**config.mk**
```make
export PLATFORM = sky130hd
export DESIGN_NAME = sd_blk_arbiter
export DESIGN_NICKNAME = d
export VERILOG_FILES = /design/src/rtl/sd_blk_arbiter.sv
export SDC_FILE = /design/constraint.sdc
export NUM_CORES = 1
export LEC_CHECK = 0
export BUFFER_PORTS_ARGS = -buffer_cell sky130_fd_sc_hd__buf_2
export CORE_UTILIZATION = 35
export DETAILED_ROUTE_END_ITERATION = 16
export PLACE_DENSITY = 0.65
export SETUP_SLACK_MARGIN = 0.2
export SLEW_MARGIN = 0
export SYNTH_ARGS = -nofsm -noshare
export SYNTH_HDL_FRONTEND = slang
export SYNTH_SLANG_ARGS = --single-unit
```
**constraint.sdc**
```tcl
create_clock -name CLK -period 5.4 [get_ports CLK]
set_input_delay 1.08 -clock CLK [delete_from_list [all_inputs] [get_ports CLK]]
set_output_delay 1.08 -clock CLK [all_outputs]
set_load 0.02 [all_outputs]
```
**src/rtl/sd_blk_arbiter.sv**
```systemverilog
// sd_blk_arbiter: merges up to four SD block-request clients onto one
// hps_io SD channel. Round-robin grant, latched LBA/operation, routed
// ack/buffer strobes, client abort and ack-timeout recovery.
module sd_blk_arbiter #(
  parameter int          NUM_CH      = 4,
  parameter logic [23:0] TIMEOUT_CYC = 24'd10000000
) (
  input  logic        CLK,
  input  logic        RESET_N,
  input  logic [31:0] cl_lba [4],
  input  logic [3:0]  cl_rd,
  input  logic [3:0]  cl_wr,
  output logic [3:0]  cl_ack,
  input  logic [7:0]  cl_buff_din [4],
  output logic [3:0]  cl_buff_wr,
  output logic [31:0] host_lba,
  output logic        host_rd,
  output logic        host_wr,
  input  logic        host_ack,
  input  logic        host_buff_wr,
  output logic [7:0]  host_buff_din,
  output logic        busy,
  output logic [1:0]  grant,
  output logic        timeout_err
);

  typedef enum logic [1:0] {IDLE, ISSUE, ACTIVE, DONE} state_t;

  state_t      state_q, state_d;
  logic [1:0]  grant_q, grant_d;
  logic [1:0]  last_q, last_d;
  logic [31:0] lba_q, lba_d;
  logic        rd_q, rd_d;
  logic        wr_q, wr_d;
  logic [23:0] timer_q, timer_d;
  logic        terr_q, terr_d;

  logic [3:0]  req;
  logic        route_en;
  logic        win_found;
  logic [1:0]  win_idx;

  assign route_en = (state_q == ISSUE) || (state_q == ACTIVE);

  // Per-channel request qualification and grant-gated routing of host strobes.
  for (genvar gi = 0; gi < 4; gi++) begin : g_ch
    assign req[gi]        = (gi < NUM_CH) && (cl_rd[gi] || cl_wr[gi]);
    assign cl_ack[gi]     = route_en && (grant_q == 2'(gi)) && host_ack;
    assign cl_buff_wr[gi] = route_en && (grant_q == 2'(gi)) && host_buff_wr;
  end

  // Round-robin search starting just after the last served channel.
  always_comb begin
    logic [2:0] cand;
    win_found = 1'b0;
    win_idx   = last_q;
    cand      = 3'd0;
    for (int k = 1; k <= NUM_CH; k++) begin
      cand = {1'b0, last_q} + 3'(k);
      if (cand >= 3'(NUM_CH)) cand = cand - 3'(NUM_CH);
      if (!win_found && req[cand[1:0]]) begin
        win_found = 1'b1;
        win_idx   = cand[1:0];
      end
    end
  end

  // Next-state logic: grant, issue handshake, abort/timeout recovery.
  always_comb begin
    state_d = state_q;
    grant_d = grant_q;
    last_d  = last_q;
    lba_d   = lba_q;
    rd_d    = rd_q;
    wr_d    = wr_q;
    timer_d = timer_q;
    terr_d  = terr_q;
    case (state_q)
      IDLE: begin
        if (win_found) begin
          grant_d = win_idx;
          lba_d   = cl_lba[win_idx];
          rd_d    = cl_rd[win_idx];
          wr_d    = cl_wr[win_idx] & ~cl_rd[win_idx];
          timer_d = 24'd0;
          state_d = ISSUE;
        end
      end
      ISSUE: begin
        timer_d = timer_q + 24'd1;
        if (host_ack) begin
          rd_d    = 1'b0;
          wr_d    = 1'b0;
          state_d = ACTIVE;
        end else if (!req[grant_q]) begin
          // Client withdrew before the host answered; its turn is not consumed.
          rd_d    = 1'b0;
          wr_d    = 1'b0;
          state_d = IDLE;
        end else if ((TIMEOUT_CYC != 24'd0) && (timer_q == TIMEOUT_CYC - 24'd1)) begin
          rd_d    = 1'b0;
          wr_d    = 1'b0;
          terr_d  = 1'b1;
          last_d  = grant_q;
          state_d = IDLE;
        end
      end
      ACTIVE: begin
        if (!host_ack) state_d = DONE;
      end
      DONE: begin
        last_d  = grant_q;
        state_d = IDLE;
      end
      default: state_d = IDLE;
    endcase
  end

  // State and output registers with asynchronous reset.
  always_ff @(posedge CLK or negedge RESET_N) begin
    if (!RESET_N) begin
      state_q <= IDLE;
      grant_q <= 2'd0;
      last_q  <= 2'(NUM_CH - 1);
      lba_q   <= 32'd0;
      rd_q    <= 1'b0;
      wr_q    <= 1'b0;
      timer_q <= 24'd0;
      terr_q  <= 1'b0;
    end else begin
      state_q <= state_d;
      grant_q <= grant_d;
      last_q  <= last_d;
      lba_q   <= lba_d;
      rd_q    <= rd_d;
      wr_q    <= wr_d;
      timer_q <= timer_d;
      terr_q  <= terr_d;
    end
  end

  assign host_lba      = lba_q;
  assign host_rd       = rd_q;
  assign host_wr       = wr_q;
  assign host_buff_din = cl_buff_din[grant_q];
  assign busy          = (state_q != IDLE);
  assign grant         = grant_q;
  assign timeout_err   = terr_q;

endmodule
```
# [Yosys cells after proc, flatten, opt, wreduce, memory -nomap -nowiden]
# Index checks and enable logic that the tools add are counted.
# W data, S select, Z words.
[op_classes] addsub=9 order_cmp=12 eq_ne=13 n_mux=51 bitwise_logic=5 reduce_logical=34
[ops] op="$bmux W32 S2" count=1
[ops] op="$mux W32" count=2
[ops] op="$pmux W24 S2" count=1
[ops] op="$mux W2" count=16
[ops] op="$add A24 B1 Y24 const B" count=1
[ops] op="$eq A24 B24 Y1 const B" count=1
[ops] op="$mux W24" count=1
[ops] op="$ge A3 B3 Y1 const B" count=6
[ops] op="$lt A2 B3 Y1 const B" count=6
[ops] op="$bmux W8 S2" count=1
[ops] op="$mux W1" count=16
[ops] op="$mux W8" count=2
[ops] op="$logic_and A1 B1 Y1" count=15
[ops] op="$bmux W1 S2" count=7
[ops] op="$eq A2 B2 Y1 const B" count=4
[ops] op="$pmux W2 S4" count=1
[ops] op="$reduce_and A4 Y1" count=2
[ops] op="$sub A2 B1 Y2 const B" count=4
[ops] op="$add A2 B2 Y3 const B" count=2
[ops] op="$ne A2 B2 Y1 const B" count=3
[ops] op="$not A2 Y3" count=2
[ops] op="$reduce_and A3 Y1" count=2
[ops] op="$reduce_bool A2 Y1" count=3
[ops] op="$logic_or A1 B1 Y1" count=5
[ops] op="12 further kinds" count=20
[word_totals] ff_bits=65 input_bits=172 out_inout_bits=54 elab_cells=132

# [Logic depth before layout (Yosys ltp)]
[logic_depth] word_depth=21 ltp_mapped=8

# [Worst setup path after synthesis]
# No wires, ideal clock.
[synth_path] path_type="reg-to-output" from="register grant_q[0], in the netlist grant[0]" to="output port host_buff_din[4]" arrival_time_ns=1.657 setup_slack_ns=2.663 stages_incl_launch_ff=4 path_buffers=2 cell_sequence="dfrtp_1 buf_2 buf_1 mux4_2"
[synth_between] elab_chain_len=4
[synth_lines] item="from (decl)" line="30" source="logic [1:0] grant_q, grant_d;"
[synth_lines] item="from (signal assigned)" line="132" source="grant_q <= grant_d;"
[synth_lines] item="$not A2 Y3 (not written as such)" line="145" source="assign host_buff_din = cl_buff_din[grant_q];"
[synth_lines] item="$bmux W8 S2" line="145"
[synth_lines] item="$mux W8 (not written as such) (2 in a row)" line="145"
[synth_lines] item="to (decl)" line="21" source="output logic [7:0] host_buff_din,"
# Every way passes these cells. The select of a mux whose other input is x is not followed.

# [Worst setup path in the final report]
[layout_path] from="input port cl_wr[3]" to="register lba_q[9], in the netlist host_lba[9]"
[layout_between] elab_chain_len=17
[layout_lines] item="from (decl)" line="12" source="input logic [3:0] cl_wr,"
[layout_lines] item="$logic_or A1 B1 Y1 *" line="47" source="assign req[gi] = (gi < NUM_CH) && (cl_rd[gi] || cl_wr[gi]);"
[layout_lines] item="$bmux W1 S2" line="61" source="if (!win_found && req[cand[1:0]]) begin"
[layout_lines] item="$mux W1 (not written as such)" line="61"
[layout_lines] item="$mux W1" line="61"
[layout_lines] item="$logic_not A1 Y1" line="61"
[layout_lines] item="$logic_and A1 B1 Y1" line="61"
[layout_lines] item="$mux W1" line="61"
[layout_lines] item="$logic_not A1 Y1" line="61"
[layout_lines] item="$logic_and A1 B1 Y1" line="61"
[layout_lines] item="$mux W1" line="61"
[layout_lines] item="$logic_not A1 Y1" line="61"
[layout_lines] item="$logic_and A1 B1 Y1" line="61"
[layout_lines] item="$mux W2" line="61"
[layout_lines] item="$not A2 Y3 (not written as such)" line="82" source="lba_d = cl_lba[win_idx];"
[layout_lines] item="$bmux W32 S2" line="82"
[layout_lines] item="$mux W32 (not written as such) (2 in a row)" line="82"
[layout_lines] item="to (signal assigned)" line="134" source="lba_q <= lba_d;"
[layout_lines] item="to (decl)" line="32" source="logic [31:0] lba_q, lba_d;"
# Every way passes the cells marked *; elsewhere a longest branch is shown, timed or not. The select of a mux whose other input is x is not followed.
# A chain may end at the register's enable or synchronous reset.

==> flow_metrics.py <==
metrics = {
    "timing": {
        "fmax_mhz": 290,
        "holdWs_ns": 0.486,
        "finalWorstSetupSlack_ns": 1.96,
        "skew_ns": 0.00811,
        "worst_pin_slew_ns": 1.17,
        "slew-limit-headroom": 0.222,
        "timing_max_transition_violations_final": 0,
        "finalHoldViolations": 0,
        "rsz0062_at_grt": "false",
        "fin_crit_ns": 3.44,
        "final-setup-viol-count": 0,
        "min_period_over_period": 0.638,
        "finalSetupTns_ns": 0,
    },
    "setup_path": {
        "path_cells": "buf_2, nor4_1, a21o_1, or3_1, o221ai_1",
        "ff2ff_path_depth": 7,
        "arrival_ns": 3.59,
        "cp_num_cells": 5,
        "critPathSlowestCell": "or3_1",
        "crit_path_max_fanout": 32,
        "worstSetupPathType": "in2reg",
        "crit_path_end_kind": "register",
        "crit_start": "cl_wr[3]",
        "rr_endpoint": "timer_q[21]$_DFFE_PN0P_",
        "path_delay_family": "simple AND/OR/NAND/NOR gates",
        "r2r_slack_ns": 2.63,
        "cp.required_ns": 5.55,
        "cp_num_buf_inv": 1,
        "cp-start-kind": "primary input",
        "critPathMaxStageDelay_ns": 0.95,
    },
    "yosys": {
        "ys_types": 54,
        "synthTopCellsByArea": "dfrtp_1 (38%), mux2i_1 (15%), o221ai_1 (7.2%), mux4_2 (4.9%), nand2_1 (4.9%)",
        "synth_cells": 414,
        "synthesis.area_um2": 4140,
        "synth_area_leader_cell": "dfrtp_1",
        "synth_top_area_share": 0.381,
        "postSynthAreaPerCell_um2": 9.99,
        "synth_nets": 592,
        "synth_seq_cells": 65,
        "synthArstFlopShare": 1.00,
        "synth-edff-count": 0,
        "synth_warnings": 0,
        "yosysSeqAreaShare": 0.394,
        "synth_ff_type": "dfrtp_1",
    },
    "worst_hold_path": {
        "min_path_type": "reg2reg",
        "hold_end": "host_lba[30]$_DFFE_PN0P_",
        "holdCritStartpoint": "host_lba[30]$_DFFE_PN0P_",
        "hold-path-cell-count": 2,
    },
    "grt": {
        "grt_pass1_vias": 4200,
        "grt_first_pass_wirelength_um": 20800,
        "grt_max_degree": 70,
        "overflow": 0,
        "antenna_found_initial": 0,
        "grt_use_total": 0.211,
    },
    "clock_network": {
        "cts_root_buf": "clkbuf_16",
        "numCtsBuffers": 9,
        "clock_sinks": 65,
        "holdBufCountCts": 0,
        "clk_latency_ns": 0.33,
        "post_cts_resized": 0,
        "cts_tree": "built",
        "h-tree-depth": 3,
        "post_cts_buffers": 0,
        "clockBufferDepth": 2,
        "clk_pin_slew_ns": 0.05,
    },
    "power": {
        "p_leak_nw": 2.91,
        "power_density_nw_per_um2": 535,
        "ir_drop_mv": 0.197,
    },
    "status": {
        "status": "completed",
    },
    "routing": {
        "postRouteAntennaNets": 0,
        "drt_iter0_drc": 212,
        "routed_wl_um": 12600,
        "dr.pass1.iters": 4,
        "dr_total_vias": 4035,
        "vias_per_cell": 5.22,
        "wl_per_cell_um": 16.3,
        "remaining_drc_errors": 0,
    },
    "die": {
        "die_h_um": 111,
        "die_width_um": 111,
        "core-area_um2": 11500,
        "dieArea_um2": 12300,
        "rows": 39,
        "start_util": 0.361,
        "io_pins": 226,
    },
    "place": {
        "io_buffers": 225,
        "finalWeightedCongestion": 0.839,
        "dpl.hpwl_um": 9440,
        "pre_cts_slack_ns": 1.56,
    },
    "cells_and_area": {
        "num_antenna_cells": 0,
        "final_core_util": 0.498,
        "drive_gt1_frac": 0.427,
        "syn_to_final_growth_pct": 37.9,
        "fillers": 1059,
        "nNetsFinal": 803,
    },
    "flow_run": {
        "max_cap_violations": 0,
    },
}
==> report_power, final <==
part	internal [W]	switching, W	leakage (nW)
combinational	0.000627	0.000931	1.91
sequential	0.000659	0.000148	0.836
clock	0.000465	0.000224	0.165
total	0.00175	0.00130	2.91
==> cell usage in the layout (no fill, tap or decap), drive strengths merged, types with 9 or more instances in the layout <==
cell      n
nor2     30
mux4      9
o221ai   34
nand3    11
xor2     15
buf     228
mux2i    64
inv      12
clkbuf   10
dfrtp    63
nand4    11
o21ai    10
nand2    54
==> per-layer routing <==
metal  routed length, µm  track usage  share of wire  vias to the layer above
met1                5280        0.265           0.42                     1908
met5                   0            0              0                        -
li1                    -            -              -                     1966
met4                 203       0.0756          0.016                        0
met2                6470        0.362           0.51                      141
met3                 626       0.0388          0.050                       20
==> Yosys cell counts (3+ instances only) <==
cell type and number:
mux2i_1 64, nor3_1 3, o221ai_1 34, ha_1 6, buf_2 12, nand3_1 11
or3_1 5, nor4_1 3, clkbuf_1 13, xor2_1 15, and2_1 3, nor2_1 30
and3_1 3, inv_1 11, nand2b_1 3, nand2_1 54, mux4_2 9, or4_1 3
dfrtp_1 63, a21oi_1 8, o21ai_0 10, nand4_1 10
==> worst max-delay path by stage <==
stage | endpoint | slack [ns]
floorplan | host_buff_din[4] | 2.66
global placement | host_lba[12]$_DFFE_PN0P_ | 1.76
detailed placement | host_lba[3]$_DFFE_PN0P_ | 1.56
CTS | host_lba[9]$_DFFE_PN0P_ | 1.93
global route | host_lba[7]$_DFFE_PN0P_ | 1.68
finish | host_lba[9]$_DFFE_PN0P_ | 1.96
==> stage by stage <==
stage | cell area [µm²] | total power, W | std cells
global route | 5710 | 0.00325 | 773
detailed placement | 5350 | 0.00238 | 757
finish | 5710 | 0.00305 | 773
floorplan | 4140 | 0.00191 | 414
CTS | 5710 | 0.00308 | 773
global placement | 5350 | 0.00233 | 757
==> registers in the layout, summed over array words and instances (netlist names), named ones only <==
signal / cells
timer_q: 24
state_q: 1
host_lba: 32
host_rd: 1
timeout_err: 1
host_wr: 1
last_q: 2
grant: 2
==> cell type report <==
| cell class | instances | area (µm²) | area share |
|---|---|---|---|
| Multi-Input combinational cell | 310 | 2350 | 0.413 |
| Sequential cell | 65 | 1630 | 0.286 |
| Timing Repair Buffer | 228 | 1150 | 0.201 |
| Clock buffer | 10 | 239 | 0.0419 |
| Tap cell | 143 | 179 | 0.0314 |
| Clock inverter | 6 | 114 | 0.0200 |
| Inverter | 11 | 41.3 | 0.00724 |
==> kinds of logic after synthesis <==
| logic type | share of synthesized area |
|---|---|
| AO/OA/AOI/OAI | 0.136 |
| multiplexers | 0.209 |
| adder cells (fa/ha/maj) | 0.0181 |
| flip-flops | 0.394 |
| buffers and inverters | 0.0408 |
| AND/OR/NAND/NOR | 0.166 |
| XOR/XNOR | 0.0360 |
==> worst reg2reg max path: stages, from the launching register on <==
cell	delay, ns
dfrtp_1	0.41
inv_1	0.13
ha_1	0.40
nor2_1	0.15
a311oi_2	0.59
nand4_2	0.33
or4_1	0.53
a21oi_1	0.15
Power figures use the tool's default switching activity.
